[config.mk]
export PLATFORM = sky130hd
export DESIGN_NAME = mips32_regfile_flat
export DESIGN_NICKNAME = d
export VERILOG_FILES = /design/src/rtl/mips32_pkg.sv /design/src/rtl/mips32_regfile_if.sv /design/src/rtl/mips32_regfile_rdport.sv /design/src/rtl/mips32_regfile.sv /design/src/flat_wrapper.sv
export SDC_FILE = /design/constraint.sdc
export NUM_CORES = 2
export LEC_CHECK = 0
export ABC_AREA = 1
export CAP_MARGIN = 0
export CORE_MARGIN = 2
export CORE_UTILIZATION = 37
export DETAILED_ROUTE_END_ITERATION = 12
export PLACE_DENSITY = 0.54
export SLEW_MARGIN = 0
export SYNTH_ARGS = -nofsm -noshare
export SYNTH_HDL_FRONTEND = slang
export SYNTH_SLANG_ARGS = --single-unit
[constraint.sdc]
create_clock -name clk -period 4.9 [get_ports clk]
set_clock_uncertainty 0.2 [all_clocks]
set_input_delay 1.225 -clock clk [delete_from_list [all_inputs] [get_ports clk]]
set_output_delay 1.225 -clock clk [all_outputs]
set_load 0.1 [all_outputs]
[src/rtl/mips32_pkg.sv]
// Shared MIPS32 datapath constants: widths, the zero register and ALU select codes.
package mips32_pkg;

    localparam int unsigned DATA_W = 32;
    localparam int unsigned ADDR_W = 5;
    localparam int unsigned NREGS  = 32;

    localparam logic [4:0] REG_ZERO = 5'd0;

    // Decode raises ovf_trap_en only for signed ALU_ADD / ALU_SUB.
    localparam logic [2:0] ALU_AND = 3'b000;
    localparam logic [2:0] ALU_OR  = 3'b001;
    localparam logic [2:0] ALU_ADD = 3'b010;
    localparam logic [2:0] ALU_XOR = 3'b011;
    localparam logic [2:0] ALU_SUB = 3'b110;

endpackage

[src/rtl/mips32_regfile_if.sv]
// Register-file bus: two combinational read ports, one write port with overflow trap.
interface mips32_regfile_if
    import mips32_pkg::*;
#(
    parameter int unsigned DW = DATA_W,
    parameter int unsigned AW = ADDR_W
) ();

    logic [AW-1:0] rd_addr1;
    logic [DW-1:0] rd_data1;
    logic [AW-1:0] rd_addr2;
    logic [DW-1:0] rd_data2;
    logic          wr_en;
    logic [AW-1:0] wr_addr;
    logic [DW-1:0] wr_data;
    logic          wr_ovf;
    logic          ovf_trap_en;
    logic          ovf_clr;
    logic          ovf_err;
    logic [AW-1:0] ovf_addr;

    modport master (
        output rd_addr1, rd_addr2, wr_en, wr_addr, wr_data, wr_ovf, ovf_trap_en, ovf_clr,
        input  rd_data1, rd_data2, ovf_err, ovf_addr
    );

    modport slave (
        input  rd_addr1, rd_addr2, wr_en, wr_addr, wr_data, wr_ovf, ovf_trap_en, ovf_clr,
        output rd_data1, rd_data2, ovf_err, ovf_addr
    );

endinterface

[src/rtl/mips32_regfile_rdport.sv]
// One read port: zero register, optional same-cycle write bypass, else stored value.
module mips32_regfile_rdport
    import mips32_pkg::*;
#(
    parameter int unsigned DATA_W = mips32_pkg::DATA_W,
    parameter int unsigned ADDR_W = mips32_pkg::ADDR_W,
    parameter bit          BYPASS = 1'b1
) (
    input  logic [ADDR_W-1:0] addr,
    input  logic [DATA_W-1:0] stored,
    input  logic              eff_wr,
    input  logic [ADDR_W-1:0] wr_addr,
    input  logic [DATA_W-1:0] wr_data,
    output logic [DATA_W-1:0] data
);

    always_comb begin
        data = stored;
        if (addr == ADDR_W'(REG_ZERO)) begin
            data = '0;
        end else if (BYPASS && eff_wr && (wr_addr == addr)) begin
            data = wr_data;
        end
    end

endmodule

[src/rtl/mips32_regfile.sv]
// 32x32 register file feeding the ALU, with overflow-suppressed writes and a sticky trap flag.
module mips32_regfile
    import mips32_pkg::*;
#(
    parameter int unsigned DATA_W = mips32_pkg::DATA_W,
    parameter int unsigned ADDR_W = mips32_pkg::ADDR_W,
    parameter int unsigned NREGS  = mips32_pkg::NREGS,
    parameter bit          BYPASS = 1'b1
) (
    input logic             clk,
    input logic             rst_n,
    mips32_regfile_if.slave bus
);

    logic [DATA_W-1:0] regs_q [NREGS];
    logic              eff_wr;
    logic              trap;
    logic              ovf_err_q, ovf_err_d;
    logic [ADDR_W-1:0] ovf_addr_q, ovf_addr_d;

    assign trap   = bus.wr_en & bus.ovf_trap_en & bus.wr_ovf;
    assign eff_wr = bus.wr_en & ~(bus.ovf_trap_en & bus.wr_ovf);

    always_ff @(posedge clk or negedge rst_n) begin
        if (!rst_n) begin
            for (int unsigned i = 0; i < NREGS; i++) begin
                regs_q[i] <= '0;
            end
        end else if (eff_wr && (bus.wr_addr != ADDR_W'(REG_ZERO))) begin
            regs_q[bus.wr_addr] <= bus.wr_data;
        end
    end

    // A trap outranks a simultaneous clear, and a clear re-arms capture of the address.
    always_comb begin
        ovf_err_d  = ovf_err_q;
        ovf_addr_d = ovf_addr_q;
        if (trap) begin
            ovf_err_d = 1'b1;
            if (!ovf_err_q || bus.ovf_clr) begin
                ovf_addr_d = bus.wr_addr;
            end
        end else if (bus.ovf_clr) begin
            ovf_err_d = 1'b0;
        end
    end

    always_ff @(posedge clk or negedge rst_n) begin
        if (!rst_n) begin
            ovf_err_q  <= 1'b0;
            ovf_addr_q <= '0;
        end else begin
            ovf_err_q  <= ovf_err_d;
            ovf_addr_q <= ovf_addr_d;
        end
    end

    assign bus.ovf_err  = ovf_err_q;
    assign bus.ovf_addr = ovf_addr_q;

    mips32_regfile_rdport #(
        .DATA_W (DATA_W),
        .ADDR_W (ADDR_W),
        .BYPASS (BYPASS)
    ) u_rdport1 (
        .addr    (bus.rd_addr1),
        .stored  (regs_q[bus.rd_addr1]),
        .eff_wr  (eff_wr),
        .wr_addr (bus.wr_addr),
        .wr_data (bus.wr_data),
        .data    (bus.rd_data1)
    );

    mips32_regfile_rdport #(
        .DATA_W (DATA_W),
        .ADDR_W (ADDR_W),
        .BYPASS (BYPASS)
    ) u_rdport2 (
        .addr    (bus.rd_addr2),
        .stored  (regs_q[bus.rd_addr2]),
        .eff_wr  (eff_wr),
        .wr_addr (bus.wr_addr),
        .wr_data (bus.wr_data),
        .data    (bus.rd_data2)
    );

endmodule
[src/flat_wrapper.sv]
// flat-port wrapper written by rule: the top's interface ports become plain ports
module mips32_regfile_flat import mips32_pkg::*;
#(
    parameter int unsigned DATA_W = mips32_pkg::DATA_W,
    parameter int unsigned ADDR_W = mips32_pkg::ADDR_W,
    parameter int unsigned NREGS  = mips32_pkg::NREGS,
    parameter bit          BYPASS = 1'b1
)
  (clk, rst_n, bus_rd_addr1, bus_rd_addr2, bus_wr_en, bus_wr_addr, bus_wr_data, bus_wr_ovf, bus_ovf_trap_en, bus_ovf_clr, bus_rd_data1, bus_rd_data2, bus_ovf_err, bus_ovf_addr);
  mips32_regfile_if bus_i ();
  input logic clk;
  input logic rst_n;
  input wire logic [$bits(bus_i.rd_addr1)-1:0] bus_rd_addr1;
  input wire logic [$bits(bus_i.rd_addr2)-1:0] bus_rd_addr2;
  input wire logic [$bits(bus_i.wr_en)-1:0] bus_wr_en;
  input wire logic [$bits(bus_i.wr_addr)-1:0] bus_wr_addr;
  input wire logic [$bits(bus_i.wr_data)-1:0] bus_wr_data;
  input wire logic [$bits(bus_i.wr_ovf)-1:0] bus_wr_ovf;
  input wire logic [$bits(bus_i.ovf_trap_en)-1:0] bus_ovf_trap_en;
  input wire logic [$bits(bus_i.ovf_clr)-1:0] bus_ovf_clr;
  output wire logic [$bits(bus_i.rd_data1)-1:0] bus_rd_data1;
  output wire logic [$bits(bus_i.rd_data2)-1:0] bus_rd_data2;
  output wire logic [$bits(bus_i.ovf_err)-1:0] bus_ovf_err;
  output wire logic [$bits(bus_i.ovf_addr)-1:0] bus_ovf_addr;
  assign bus_i.rd_addr1 = bus_rd_addr1;
  assign bus_i.rd_addr2 = bus_rd_addr2;
  assign bus_i.wr_en = bus_wr_en;
  assign bus_i.wr_addr = bus_wr_addr;
  assign bus_i.wr_data = bus_wr_data;
  assign bus_i.wr_ovf = bus_wr_ovf;
  assign bus_i.ovf_trap_en = bus_ovf_trap_en;
  assign bus_i.ovf_clr = bus_ovf_clr;
  assign bus_rd_data1 = bus_i.rd_data1;
  assign bus_rd_data2 = bus_i.rd_data2;
  assign bus_ovf_err = bus_i.ovf_err;
  assign bus_ovf_addr = bus_i.ovf_addr;
  mips32_regfile #(.DATA_W(DATA_W), .ADDR_W(ADDR_W), .NREGS(NREGS), .BYPASS(BYPASS)) u_core (.clk(clk), .rst_n(rst_n), .bus(bus_i));
endmodule
# Yosys cells after proc, flatten, opt, wreduce, memory -nomap -nowiden
# Cells that the tools add are included.
[totals] register_bits=1030 inputBits=53 out_inout_bits=70 word_cells=74
[classes] n_lt_le_gt_ge=4 eq_ne=2 mux=15 bitwise=8 n_reduce_logical=11
[ops] op="$bwmux 1024" n=1
[ops] op="$bmux 32 s5" n=2
[ops] op="$mux 32" n=9
[ops] op="$demux 32 s5" n=1
[ops] op="$ge 6x6->1 const B" n=3
[ops] op="$not 5->6" n=3
[ops] op="$eq 5x5->1" n=2
[ops] op="$logic_not 5->1" n=2
[ops] op="$lt 6x1->1 const B" n=1
[ops] op="$reduce_bool 5->1" n=1
[ops] op="$and 1x1->1" n=4
[ops] op="$logic_and 1x1->1" n=4
[ops] op="$mux 1" n=2
[ops] op="$reduce_and 2->1" n=1
[ops] op="$reduce_bool 2->1" n=1
[ops] op="$logic_not 1->1" n=1
[ops] op="$logic_or 1x1->1" n=1
[ops] op="$not 1->1" n=1

# Logic depth before layout (Yosys ltp)
[depth] word_depth=6 ltp_mapped=13 depth_no_buf=10

# Hierarchy
# Synthesis repeated with hierarchy kept, for this count alone.
[unflattened] hier_cells=8700 hier_area_um2=58282.1
[by_module_without_submodules] module="mips32_regfile" n_inst=1 cells_each=8302 area_per_inst_um2=56645.6 seq_area_each_um2=25774.7
[by_module_without_submodules] module="mips32_regfile_rdport" n_inst=2 cells_each=199 area_per_inst_um2=818.3 seq_area_each_um2=0.0

# Worst setup path before layout
# OpenSTA, ideal clock, no wires.
[synth_timing] path_type="input to output" start="in bus_rd_addr2[0]" end="out bus_rd_data2[4]" t_arrival_ns=3.784 required_time_ns=3.475 path_slack_ns=-0.309 cell_stages=10 n_path_buf=4 path_cell_list="buf_2 > buf_2 > buf_2 > clkbuf_1 > o211ai_1 > nand3_1 > nand3_1 > nand3_1 > nand2_1 > a21oi_1"
[synth_between] elab_chain_len=6 elab_cells_between_ends=9 cone_classes="1 x eq/ne; 5 x mux; 1 x bitwise; 2 x reduce/logical"
[synth_rtl] element="from (decl)" line_no="flat_wrapper.sv:14" source="input wire logic [$bits(bus_i.rd_addr2)-1:0] bus_rd_addr2;"
[synth_rtl] element="$not 5->6 (not written as such)" line_no="mips32_regfile.sv:80" source=".stored (regs_q[bus.rd_addr2]),"
[synth_rtl] element="$bmux 32 s5" line_no="mips32_regfile.sv:80"
[synth_rtl] element="$mux 32 (not written as such) (2 in series)" line_no="mips32_regfile.sv:80"
[synth_rtl] element="$mux 32" line_no="mips32_regfile_rdport.sv:21" source="end else if (BYPASS && eff_wr && (wr_addr == addr)) begin"
[synth_rtl] element="$mux 32 (*)" line_no="mips32_regfile_rdport.sv:19" source="if (addr == ADDR_W'(REG_ZERO)) begin"
[synth_rtl] element="to (decl)" line_no="flat_wrapper.sv:22" source="output wire logic [$bits(bus_i.rd_data2)-1:0] bus_rd_data2;"
# Mark *: on every way between the ends. The rest lies on a longest branch, timed or not. The select of a mux whose other input is x is not followed.

# Worst setup path in the final report
[layout_timing] start="in bus_wr_addr[2]" end="out bus_rd_data1[7]"
[layout_between] elab_chain_len=4
[layout_rtl] element="from (decl)" line_no="flat_wrapper.sv:16" source="input wire logic [$bits(bus_i.wr_addr)-1:0] bus_wr_addr;"
[layout_rtl] element="$eq 5x5->1" line_no="mips32_regfile_rdport.sv:21"
[layout_rtl] element="$logic_and 1x1->1" line_no="mips32_regfile_rdport.sv:21"
[layout_rtl] element="$mux 32" line_no="mips32_regfile_rdport.sv:21"
[layout_rtl] element="$mux 32" line_no="mips32_regfile_rdport.sv:19"
[layout_rtl] element="to (decl)" line_no="flat_wrapper.sv:21" source="output wire logic [$bits(bus_i.rd_data1)-1:0] bus_rd_data1;"
# No other way between the ends.

==> results.json <==
{
  "utilization_pct": 43.4,
  "firstDrtPassIters": 6,
  "drv_cap": 0,
  "die_w_um": 407,
  "critPathKind": "primary input to output pin",
  "synthTopCellsByArea": "dfrtp_1, nand2_1, nand3_1",
  "p_total_mw": 26.0,
  "hp-class": "register to register",
  "die-area_um2": 166000,
  "cts_tree": "built",
  "grt_pass1_wl_mm": 377,
  "vias_per_cell": 5.55,
  "cp_num_buf_inv": 7,
  "slew_headroom_pct": 28.3,
  "gp_congestion": 0.878,
  "worst_pin_slew_ns": 1.08,
  "crit_path_end_kind": "output pin",
  "cpMaxStageDelayCell": "clkdlybuf4s50_1",
  "syn-cell-area_um2": 60100,
  "status": "completed",
  "first_global_vias": 57600,
  "yosysTopAreaCell": "dfrtp_1",
  "cp_max_fo": 7,
  "power_density_nw_per_um2": 372,
  "crit_family": "buffers and inverters",
  "insertion_delay_ns": 0.73,
  "cp_data_required_time_ns": 3.47,
  "drc": 0,
  "synth_area_per_cell_um2": 6.76,
  "mostFrequentLayoutCells": "nand2_1, nand3_1, o21ai_0, dfrtp_1, inv_1",
  "nets": 8730,
  "numPortBuffers": 122,
  "synth_ff_type": "dfrtp_1",
  "cp_common_cell": "buf_4",
  "final.period_utilization_pct": 99.2,
  "path_clk_slew_ns": 0.06,
  "pin_count": 123,
  "maxSlewViolCount": 0,
  "layout_commonest_cell": "nand2_1",
  "antenna_found_initial": 4,
  "htreeDepth": 3,
  "area_delta_synth_final_pct": 16.2,
  "synth_cell_types": 30,
  "die_h_um": 407,
  "clock_path_buffers": 3,
  "ant_nets": 0,
  "numCtsBuffers": 114,
  "cts_hold_buf": 0,
  "row_count": 147,
  "synth_edf_count": 0,
  "post-route-min-period_ns": 4.86,
  "cts_root_buf": "clkbuf_16",
  "synth_warnings": 0,
  "path_cells": "clkdlybuf4s50_1 > buf_4 > buf_4 > xor2_2 > a21oi_2 > nand3_4 > inv_1 > buf_4 > a21oi_1 > nand2_1 > inv_1 > buf_12",
  "synth.top_cell.area_share_pct": 42.9,
  "grt_overflow": 0,
  "grt_max_degree": 126,
  "ys_seq_area_share_pct": 42.9,
  "synth-seq-cells": 1030,
  "routed_wl_mm": 250,
  "core_area_um2": 161000,
  "startpoint_type": "primary input",
  "async_flop_share_pct": 100,
  "syn_nets": 8943,
  "cp.arrival_ns": 3.44,
  "max_stage_delay_ns": 0.41,
  "wl_per_cell_um": 22.9,
  "max_freq_ghz": 0.206,
  "setup-violations-final": 0,
  "drive_gt1_share_pct": 8.19,
  "drtIter0Drc": 7562,
  "synth_cells": 8890,
  "cts_sinks": 1030,
  "peakVddDrop_mv": 0.334,
  "p_leak_nw": 34.4,
  "hold_viol_final": 0,
  "start_util_pct": 37.4,
  "vias": 60700,
  "r2r_setup_slack_ns": 3.39,
  "n_antenna_cell": 0,
  "dp.final_hpwl_mm": 149,
  "gr-usage-all-layers_pct": 29.7
}
==> final timing paths <==
path,from,endpoint,cells after the start
max in group asynchronous,rst_n,u_core.regs_q[12],3
worst max-delay path,bus_wr_addr[2],bus_rd_data1[7],12
min in group asynchronous,rst_n,u_core.regs_q[348],1
worst max register to register,u_core.bus.ovf_err,u_core.bus.ovf_addr[0],3
worst min-delay path,u_core.regs_q[1007],u_core.regs_q[1007],0
worst min register to register,u_core.regs_q[1007],u_core.regs_q[1007],0
==> per-layer routing <==
layer | GRT usage (%) | wire, um
met5 | 0 | 37
met2 | 45.3 | 107000
met1 | 42.0 | 111000
met4 | 10.4 | 9590
met3 | 5.59 | 23000
==> sequential cells by signal, indices dropped and copies added (netlist names) <==
name	count
u_core.bus.ovf_err	1
u_core.bus.ovf_addr	5
u_core.regs_q	1024
==> where the power goes <==
part           total (mW)  switching, mW  internal [mW]
sequential           10.7          0.827           9.90
clock                8.97           3.81           5.16
combinational        6.28           4.13           2.15
total                26.0           8.77           17.2
==> metrics by stage <==
| stage | hold WS [ns] | setup TNS (ns) | cell area, um2 | worst slack, ns | instances |
|---|---|---|---|---|---|
| after CTS | 0.179 | 0 | 69800 | 0.0145 | 10900 |
| after floorplan | 0.229 | -1.83 | 60300 | -0.309 | 8890 |
| after global routing | 0.185 | -0.0000151 | 69900 | -0.0000151 | 10900 |
| after global placement | 0.165 | -0.0766 | 66000 | -0.0492 | 10700 |
| after detailed placement | 0.166 | -0.0371 | 66000 | -0.0299 | 10700 |
| final | 0.176 | 0 | 69900 | 0.0379 | 10900 |
==> cell families (layout without fill, tap and decap cells) <==
group                     after synthesis  after routing  synth area share [%]
buffers and inverters                1722           1601                  11.3
DFF                                  1030           1030                  42.9
xor gates and xnor gates                6              6                0.0874
and+or+nand+nor                      4694           4694                  32.9
AOI/OAI and AO/OA                    1438           1438                  12.8
==> Yosys cell counts, types with 66 or more instances <==
master and number:
nor2_1 210, inv_1 944, o211ai_1 193, clkbuf_1 471, o21ai_0 1067, buf_2 166
nand2_1 2919, a21oi_1 111, buf_1 86, o21ai_1 66, nand3_1 1482, dfrtp_1 1030
==> what timing repair did <==
item                       in CTS  in global routing
setup buffers                   0                  0
setup endpoints to repair       5                 35
gates resized for setup         2                 10
pin swaps                       0                  2
==> area by class of cell <==
cell class	count	area, um2
inverters	952	3610
repair buffers	441	6000
multi-input cells	6138	28000
fillers	16500	91100
flip-flops and latches	1030	25800
clock buffers	175	3360
well taps	2160	2700
clock inverters	33	415
No activity file was read; power rests on OpenSTA's default activity.
